===== config.mk =====
export PLATFORM = sky130hd
export DESIGN_NAME = fast_frame_scheduler
export DESIGN_NICKNAME = d
export VERILOG_FILES = /design/src/rtl/fast_sched_pkg.sv /design/src/rtl/fast_stall_watchdog.sv /design/src/rtl/fast_frame_scheduler.sv
export SDC_FILE = /design/constraint.sdc
export NUM_CORES = 1
export LEC_CHECK = 0
export BUFFER_PORTS_ARGS = -buffer_cell sky130_fd_sc_hd__buf_2
export CORE_UTILIZATION = 41
export CTS_BUF_LIST = sky130_fd_sc_hd__clkbuf_4 sky130_fd_sc_hd__clkbuf_8
export DETAILED_ROUTE_END_ITERATION = 8
export GPL_TIMING_DRIVEN = 0
export PLACE_DENSITY = 0.65
export REMOVE_ABC_BUFFERS = 1
export SKIP_LAST_GASP = 1
export SLEW_MARGIN = 10
export SYNTH_ARGS = -nofsm -noshare
export SYNTH_HDL_FRONTEND = slang
export SYNTH_SLANG_ARGS = --single-unit

===== constraint.sdc =====
create_clock -name ap_clk -period 2.5 [get_ports ap_clk]
set_input_delay 0.5 -clock ap_clk [delete_from_list [all_inputs] [get_ports ap_clk]]
set_output_delay 0.5 -clock ap_clk [all_outputs]
set_load 0.005 [all_outputs]

===== src/rtl/fast_sched_pkg.sv =====
// rtl/fast_sched_pkg.sv - state encoding and default widths for the fast_ip frame scheduler
package fast_sched_pkg;

  typedef enum logic [2:0] {
    IDLE  = 3'd0,
    START = 3'd1,
    RUN   = 3'd2,
    DONE  = 3'd3,
    ERROR = 3'd4
  } state_t;

  localparam int DEF_W_DIM      = 12;
  localparam int DEF_W_CNT      = 16;
  localparam int DEF_WDOG_W     = 20;
  localparam int DEF_WDOG_LIMIT = 1000000;
  // Smallest frame the 7x7 FAST window can process.
  localparam int DEF_MIN_DIM    = 7;

endpackage


===== src/rtl/fast_stall_watchdog.sv =====
// rtl/fast_stall_watchdog.sv - consecutive-stall counter that flags a hung kernel
module fast_stall_watchdog #(
  parameter int WDOG_W     = 20,
  parameter int WDOG_LIMIT = 1000000
) (
  input  logic clk,
  input  logic rst_n,
  input  logic en,
  input  logic stall,
  input  logic kick,
  output logic expired
);

  localparam logic [WDOG_W-1:0] LAST = WDOG_W'(WDOG_LIMIT - 1);

  logic [WDOG_W-1:0] cnt;

  // Expiry needs a stalled cycle on top of LIMIT-1 counted ones; a kick in the same cycle wins.
  assign expired = en && stall && !kick && (cnt == LAST);

  // Count consecutive stalled cycles; any progress, completion or leaving the active states restarts it.
  always_ff @(posedge clk or negedge rst_n) begin
    if (!rst_n) begin
      cnt <= '0;
    end else if (!en || kick || !stall) begin
      cnt <= '0;
    end else if (cnt != LAST) begin
      cnt <= cnt + WDOG_W'(1);
    end
  end

endmodule


===== src/rtl/fast_frame_scheduler.sv =====
// rtl/fast_frame_scheduler.sv - sequences fast_ip (ap_ctrl_hs) over a programmed run of frames
module fast_frame_scheduler
  import fast_sched_pkg::*;
#(
  parameter int W_DIM      = DEF_W_DIM,
  parameter int W_CNT      = DEF_W_CNT,
  parameter int WDOG_W     = DEF_WDOG_W,
  parameter int WDOG_LIMIT = DEF_WDOG_LIMIT,
  parameter int MIN_DIM    = DEF_MIN_DIM
) (
  input  logic             ap_clk,
  input  logic             ap_rst_n,
  input  logic             cfg_valid,
  output logic             cfg_ready,
  input  logic [W_DIM-1:0] cfg_width,
  input  logic [W_DIM-1:0] cfg_height,
  input  logic [7:0]       cfg_threshold,
  input  logic [W_CNT-1:0] cfg_num_frames,
  input  logic             ctrl_abort,
  input  logic             ctrl_clear,
  output logic             k_ap_start,
  input  logic             k_ap_ready,
  input  logic             k_ap_done,
  input  logic             k_ap_idle,
  output logic [W_DIM-1:0] k_width,
  output logic [W_DIM-1:0] k_height,
  output logic [7:0]       k_threshold,
  input  logic             src_blk,
  input  logic             dst_blk,
  output logic             busy,
  output logic [W_CNT-1:0] frames_done,
  output logic             irq_done,
  output logic             err_cfg,
  output logic             err_stall
);

  localparam logic [W_DIM-1:0] MIN_V = W_DIM'(MIN_DIM);

  state_t           state, state_nxt;
  logic [W_CNT-1:0] num_frames;
  logic             abort_pending;
  logic             dims_ok;
  logic             accept;
  logic             frame_done;
  logic             last_frame;
  logic             active;
  logic             expired;

  assign dims_ok = (cfg_width >= MIN_V) && (cfg_height >= MIN_V);
  assign accept  = (state == IDLE) && cfg_valid && dims_ok;
  assign active  = (state == START) || (state == RUN);

  // A done coinciding with the start handshake counts as a completed frame straight away.
  assign frame_done = ((state == START) && k_ap_ready && k_ap_done) ||
                      ((state == RUN) && k_ap_done);

  // Zero frames means continuous, so the terminal compare is masked; an abort arriving with done still counts.
  assign last_frame = ((num_frames != '0) && (frames_done + W_CNT'(1) == num_frames)) ||
                      abort_pending || ctrl_abort;

  fast_stall_watchdog #(
    .WDOG_W     (WDOG_W),
    .WDOG_LIMIT (WDOG_LIMIT)
  ) u_wdog (
    .clk     (ap_clk),
    .rst_n   (ap_rst_n),
    .en      (active),
    .stall   (src_blk | dst_blk),
    .kick    (k_ap_done),
    .expired (expired)
  );

  // State register; reset drops k_ap_start immediately since it decodes straight from state.
  always_ff @(posedge ap_clk or negedge ap_rst_n) begin
    if (!ap_rst_n) begin
      state <= IDLE;
    end else begin
      state <= state_nxt;
    end
  end

  // Next-state and control outputs.
  always_comb begin
    state_nxt  = state;
    k_ap_start = 1'b0;
    busy       = 1'b1;
    irq_done   = 1'b0;
    cfg_ready  = 1'b0;
    case (state)
      IDLE: begin
        busy      = 1'b0;
        cfg_ready = cfg_valid;
        if (accept) begin
          state_nxt = START;
        end
      end
      START: begin
        k_ap_start = 1'b1;
        if (expired) begin
          state_nxt = ERROR;
        end else if (k_ap_ready) begin
          if (k_ap_done) begin
            state_nxt = last_frame ? DONE : START;
          end else begin
            state_nxt = RUN;
          end
        end
      end
      RUN: begin
        if (expired) begin
          state_nxt = ERROR;
        end else if (k_ap_done) begin
          state_nxt = last_frame ? DONE : START;
        end
      end
      DONE: begin
        irq_done  = 1'b1;
        state_nxt = IDLE;
      end
      ERROR: begin
        if (ctrl_clear && k_ap_idle) begin
          state_nxt = IDLE;
        end
      end
      default: begin
        state_nxt = IDLE;
      end
    endcase
  end

  // Run configuration, frame counter, abort latch and sticky error flags.
  always_ff @(posedge ap_clk or negedge ap_rst_n) begin
    if (!ap_rst_n) begin
      k_width       <= '0;
      k_height      <= '0;
      k_threshold   <= '0;
      num_frames    <= '0;
      frames_done   <= '0;
      abort_pending <= 1'b0;
      err_cfg       <= 1'b0;
      err_stall     <= 1'b0;
    end else begin
      if ((state == IDLE) && cfg_valid && !dims_ok) begin
        err_cfg <= 1'b1;
      end
      if (accept) begin
        k_width       <= cfg_width;
        k_height      <= cfg_height;
        k_threshold   <= cfg_threshold;
        num_frames    <= cfg_num_frames;
        frames_done   <= '0;
        abort_pending <= 1'b0;
      end
      if (active && ctrl_abort) begin
        abort_pending <= 1'b1;
      end
      if (frame_done) begin
        frames_done <= frames_done + W_CNT'(1);
      end
      if (expired) begin
        err_stall <= 1'b1;
      end
      if ((state == ERROR) && ctrl_clear && k_ap_idle) begin
        err_stall <= 1'b0;
        err_cfg   <= 1'b0;
      end
    end
  end

endmodule


# Word-level counts from Yosys, hierarchy flattened
# Cells that the tools add are included.
word_totals:
  register_bits: 90
  latch_bits: 0
  ram_bits: 0
  romBits: 0
  in_bits: 58
  output_inout_bits: 54
  word_cells: 82
  n_memories: 0
op_classes:
  n_addsub: 2
  multipliers: 0
  n_div: 0
  n_lt_le_gt_ge: 2
  n_eq_ne: 11
  n_shift: 0
  n_mux: 23
  bitwise_logic: 1
  n_reduce_logical: 33
op_table:
  columns: ["operator", "count"]
  rows:
  - ["20-bit 2-to-1 mux", 2]
  - ["16-bit 2-to-1 mux", 2]
  - ["12-bit by 3-bit greater-or-equal comparator with 1-bit output, second input constant", 2]
  - ["20-bit by 1-bit adder with 20-bit output, second input constant", 1]
  - ["20-bit == test, second input constant", 1]
  - ["20-bit != test, second input constant", 1]
  - ["3-bit 2-to-1 mux", 6]
  - ["16-bit by 1-bit adder with 16-bit output, second input constant", 1]
  - ["16-bit == test", 1]
  - ["16-bit nonzero test", 1]
  - ["1-bit logical AND", 15]
  - ["3-bit case mux with 4 select lines", 1]
  - ["1-bit 2-to-1 mux", 10]
  - ["2-bit nonzero test", 5]
  - ["3-bit by 2-bit == test with 1-bit output, second input constant", 2]
  - ["1-bit logical OR", 6]
  - ["3-bit != test, second input constant", 2]
  - ["1-bit zero test", 4]
  - ["2-bit 2-to-1 mux", 2]
  - ["2-bit != test, second input constant", 2]
  - ["4-bit AND reduction", 1]
  - ["3-bit by 1-bit == test with 1-bit output, second input constant", 1]
  - ["3-bit == test, second input constant", 1]
  - ["3-bit zero test", 1]
  - ["1-bit OR", 1]

# Logic depth before layout (Yosys ltp)
logic_depth:
  word_depth: 10
  ltp_mapped: 9

# Hierarchy
# Synthesis repeated with hierarchy kept, for this count alone.
unflattened:
  cells_unflattened: 426
  area_unflattened_um2: 4578.1
modules_own_cells:
  columns: ["mod", "instances", "cells_per_inst", "area_per_inst_um2"]
  rows:
  - ["fast_frame_scheduler", 1, 313, 3498.4]
  - ["fast_stall_watchdog", 1, 113, 1079.8]

# Worst setup path after synthesis
# No wires, ideal clock.
synth_timing:
  path_type: "flip-flop to flip-flop"
  start: "reg u_wdog.cnt[7]"
  end: "reg u_wdog.cnt[3]"
  setup_ns: 0.132
  t_arrival_ns: 2.123
  path_slack_ns: 0.245
  stages_incl_launch_ff: 8
  n_path_buf: 1
  synth_period_minus_slack_ns: 2.255
  path_cell_list: "dfrtp_1 or4b_1 or4_4 or2_1 buf_6 and3_4 xnor2_2 nor2_1"
synth_via:
  elab_chain_len: 2
synth_lines:
  columns: ["item", "line", "source"]
  rows:
  - ["from (decl)", "fast_stall_watchdog.sv:16", "logic [WDOG_W-1:0] cnt;"]
  - ["from (signal assigned)", "fast_stall_watchdog.sv:28", "cnt <= cnt + WDOG_W'(1);"]
  - ["20-bit != test", "fast_stall_watchdog.sv:27", "end else if (cnt != LAST) begin"]
  - ["2-bit nonzero test (no line)", null, null]
# Every way passes these cells.
# A chain may end at the register's enable or synchronous reset.

# Worst setup path after layout
layout_timing:
  start: "reg frames_done[0]"
  end: "reg state[1]"
layout_via:
  elab_chain_len: 10
  elab_cells_between_ends: 12
  cone_classes: "add/sub (1); eq/ne (1); mux (7); reduce/logical (3)"
layout_lines:
  columns: ["item", "line", "source"]
  rows:
  - ["from (decl)", "fast_frame_scheduler.sv:31", "output logic [W_CNT-1:0] frames_done,"]
  - ["from (signal assigned)", "fast_frame_scheduler.sv:158", "frames_done <= frames_done + W_CNT'(1);"]
  - ["16-bit by 1-bit adder with 16-bit output (*)", "fast_frame_scheduler.sv:58", "assign last_frame = ((num_frames != '0) && (frames_done + W_CNT'(1) == num_frames)) ||"]
  - ["16-bit == test (*)", "fast_frame_scheduler.sv:58", null]
  - ["1-bit logical AND (*)", "fast_frame_scheduler.sv:58", null]
  - ["1-bit logical OR (*)", "fast_frame_scheduler.sv:58", null]
  - ["1-bit logical OR (*)", "fast_frame_scheduler.sv:59", "abort_pending || ctrl_abort;"]
  - ["2-bit 2-to-1 mux (*)", "fast_frame_scheduler.sv:103, fast_frame_scheduler.sv:113", null]
  - ["2-bit 2-to-1 mux", "fast_frame_scheduler.sv:102", "if (k_ap_done) begin"]
  - ["3-bit 2-to-1 mux", "fast_frame_scheduler.sv:101", "end else if (k_ap_ready) begin"]
  - ["3-bit 2-to-1 mux", "fast_frame_scheduler.sv:99", "if (expired) begin"]
  - ["3-bit case mux with 4 select lines (*)", "fast_frame_scheduler.sv:89", "case (state)"]
  - ["to (signal assigned)", "fast_frame_scheduler.sv:78", "state <= state_nxt;"]
  - ["to (decl)", "fast_frame_scheduler.sv:39", "state_t state, state_nxt;"]
# Every way passes the cells marked *; elsewhere a longest branch is shown, timed or not. The select of a mux whose other input is x is not followed.

==> flow_metrics.env <==
export IMPL_cp_arrival_ns=2.67
export IMPL_dpl_cell_area_um2=5240
export IMPL_layout_drive_gt1_share=0.360
export IMPL_hold_class="primary input to async pin"
export IMPL_post_place_ws_ns=-0.372
export IMPL_die_w_um=107
export IMPL_ir_drop_mv=0.498
export IMPL_synth_area_per_cell_um2=10.4
export IMPL_clkTransAtPathRegs_ns=0.09
export IMPL_synth_largest_area_cell="dfrtp_1"
export IMPL_vias=3693
export IMPL_dpl_hpwl_um=7460
export IMPL_nets=597
export IMPL_critPathLaunch="frames_done[0]$_DFFE_PN0P_"
export IMPL_power_density_nw_per_um2=899
export IMPL_drt_total_wl_um=10500
export IMPL_design_area_um2=5460
export IMPL_clockBufferDepth=2
export IMPL_setup_violations_final=0
export IMPL_yosysTopAreaCellShare=0.495
export IMPL_r2r_cells=7
export IMPL_regToRegSetupSlack_ns=0.09
export IMPL_place_gp_congestion=0.814
export IMPL_synth_seq_cells=90
export IMPL_rsz0062_at_grt="true"
export IMPL_ant_nets=0
export IMPL_setup_ws_ns=0.0938
export IMPL_ioPinCount=112
export IMPL_grt_pass1_wl_um=17600
export IMPL_diodes=0
export IMPL_r2r_start="frames_done[0]$_DFFE_PN0P_"
export IMPL_ys_warn_count=0
export IMPL_min_period_ns=2.41
export IMPL_avgViaCountPerCell=5.41
export IMPL_track_usage=0.196
export IMPL_power_leakage_nw=2.44
export IMPL_grt_pass1_vias=3668
export IMPL_cts_max_level=3
export IMPL_hold_viol_final=0
export IMPL_cts_hold_buf=0
export IMPL_core_region_area_um2=10800
export IMPL_clkLatencyLatePin_ns=0.36
export IMPL_synth_cells=436
export IMPL_ys_seq_area_frac=0.495
export IMPL_clkSinkCount=90
export IMPL_finClkSkew_ns=0.00996
export IMPL_critPathLaunchType="register"
export IMPL_io_buffers=111
export IMPL_cts_buffers=9
export IMPL_fp_dieH_um=107
export IMPL_avgRoutedWirePerCell_um=15.3
export IMPL_synth_flop_cell="dfrtp_1"
export IMPL_drt_iter0_drc=176
export IMPL_initial_core_util=0.420
export IMPL_grt_max_degree=66
export IMPL_power_mw=4.91
export IMPL_critPathKind="register to register"
export IMPL_whs_ns=0.0402
export IMPL_finalCritPeriodShare=0.962
export IMPL_tightest_slew_ns=0.533
export IMPL_status="complete, no violations"
export IMPL_slew_violations=0
export IMPL_root_buffer="clkbuf_8"
export IMPL_antenna_found_initial=1
export IMPL_path_max_fanout=9
export IMPL_drc=0
export IMPL_crit_path_end_kind="register"
export IMPL_r2r_end="state[1]$_DFFE_PN0P_"
export IMPL_grt_ovfl_total=0
export IMPL_ys_types=49
export IMPL_synth_area_leaders="dfrtp_1 50%, mux2_2 12%, xor2_1 3.9%"
export IMPL_synth_async_sr_flop_share=1.00
export IMPL_synth_edf_count=0
export IMPL_max_freq_ghz=0.416
export IMPL_synth_area_um2=4550
export IMPL_area_growth_syn_to_layout_pct=20.0
export IMPL_cts_tree="built"
export IMPL_cp_required_ns=2.76
export IMPL_maxCapViolCount=0
export IMPL_slew_headroom=0.642
export IMPL_dieArea_um2=11500
export IMPL_rows=38
export IMPL_dr_pass1_iters=4
## cell usage in the layout, fill, tap and decap left out, drive strengths merged, types with 6 or more instances in the layout
cell type / instances
a21oi: 14
and2: 6
and3: 11
buf: 115
clkbuf: 10
dfrtp: 90
mux2: 48
mux2i: 7
nand2: 26
nand3: 19
nand4: 15
nor2: 38
nor3: 12
nor4: 7
o21ai: 30
o31ai: 7
or3: 7
xnor2: 16
xor2: 20
## cells in the mapped netlist (all sizes together), types with 2 or more instances
cell type / instances
nor3b: 2
xnor2: 16
mux2: 48
inv: 4
and2: 6
or4: 4
or2: 2
ha: 2
a22o: 2
nand3: 19
xor2: 20
mux2i: 7
nor2: 38
clkbuf: 22
or3: 7
a2111oi: 2
o21ai: 30
and3: 11
a21boi: 2
nand4: 15
buf: 3
nand2b: 2
o31ai: 7
o22ai: 2
a21oi: 14
nand2: 26
dfrtp: 90
nor4: 7
nor3: 12
a31oi: 3
## power by group
part | switching, mW | internal, mW
combinational | 0.776 | 0.949
sequential | 0.378 | 1.91
clock | 0.524 | 0.374
total | 1.68 | 3.23
## final cells by class
class,count,area (µm²)
inverters,4,15.0
multi-input cells,317,2220
clock inverters,6,41.3
flip-flops and latches,90,2250
fillers,1028,5380
well taps,140,175
repair buffers,115,621
clock buffers,10,131
## metal layers
metal / wire, µm / vias to the layer above / track usage
met1: 4670 / 1802 / 0.256
met5: 13 / - / 0
met2: 4940 / 100 / 0.311
met4: 238 / 2 / 0.0969
met3: 599 / 21 / 0.0406
li1: - / 1768 / -
## flip-flops by register name (all words and copies together), names as in the netlist
register and cells:
u_wdog.cnt 20, k_threshold 8, err_cfg 1, abort_pending 1
num_frames 16, k_width 12, k_height 12, err_stall 1
state 3, frames_done 16
## what timing repair did
item | in CTS | in global routing
gates cloned | 0 | 0
pin swaps | 0 | 1
resized for setup | 3 | 7
endpoints found under the setup margin | 16 | 17
setup buffers | 0 | 2
## worst max-delay path, cell delays in order, from the launching register on
cell	delay (ns)
dfrtp_2	0.47
ha_1	0.29
nand4_1	0.17
or4_1	0.58
xnor2_1	0.17
mux2i_1	0.18
nand4_1	0.12
o31ai_1	0.32
## worst max-delay path by stage
stage                                  endpoint  slack, ns  cells past startpoint
finish                     state[1]$_DFFE_PN0P_       0.09                      7
global route               state[1]$_DFFE_PN0P_      -0.06                      7
CTS                        state[1]$_DFFE_PN0P_      -0.05                      7
detailed placement   frames_done[6]$_DFFE_PN0P_      -0.37                      8
global placement     frames_done[6]$_DFFE_PN0P_      -2.03                      6
floorplan           frames_done[11]$_DFFE_PN0P_      -0.83                      6
## logic make-up (layout without fill, tap and decap cells)
kind of cell	count (synthesis)	after routing	synth area share
and+or+nand+nor	156	156	0.179
DFF	90	90	0.495
muxes	55	55	0.134
adders and majority gates	2	2	0.00550
buffers and inverters	29	135	0.0261
AOI/OAI and AO/OA	68	68	0.0894
xor gates and xnor gates	36	36	0.0710
## metrics by stage
step | instances | setup TNS (ns) | utilization
finish | 682 | 0 | 0.504
global route | 682 | -0.0560 | 0.504
CTS | 680 | -0.0512 | 0.501
detailed placement | 664 | -5.12 | 0.484
global placement | 662 | -115.09 | 0.477
floorplan | 411 | -42.83 | -
No activity file was read; power rests on OpenSTA's default activity.
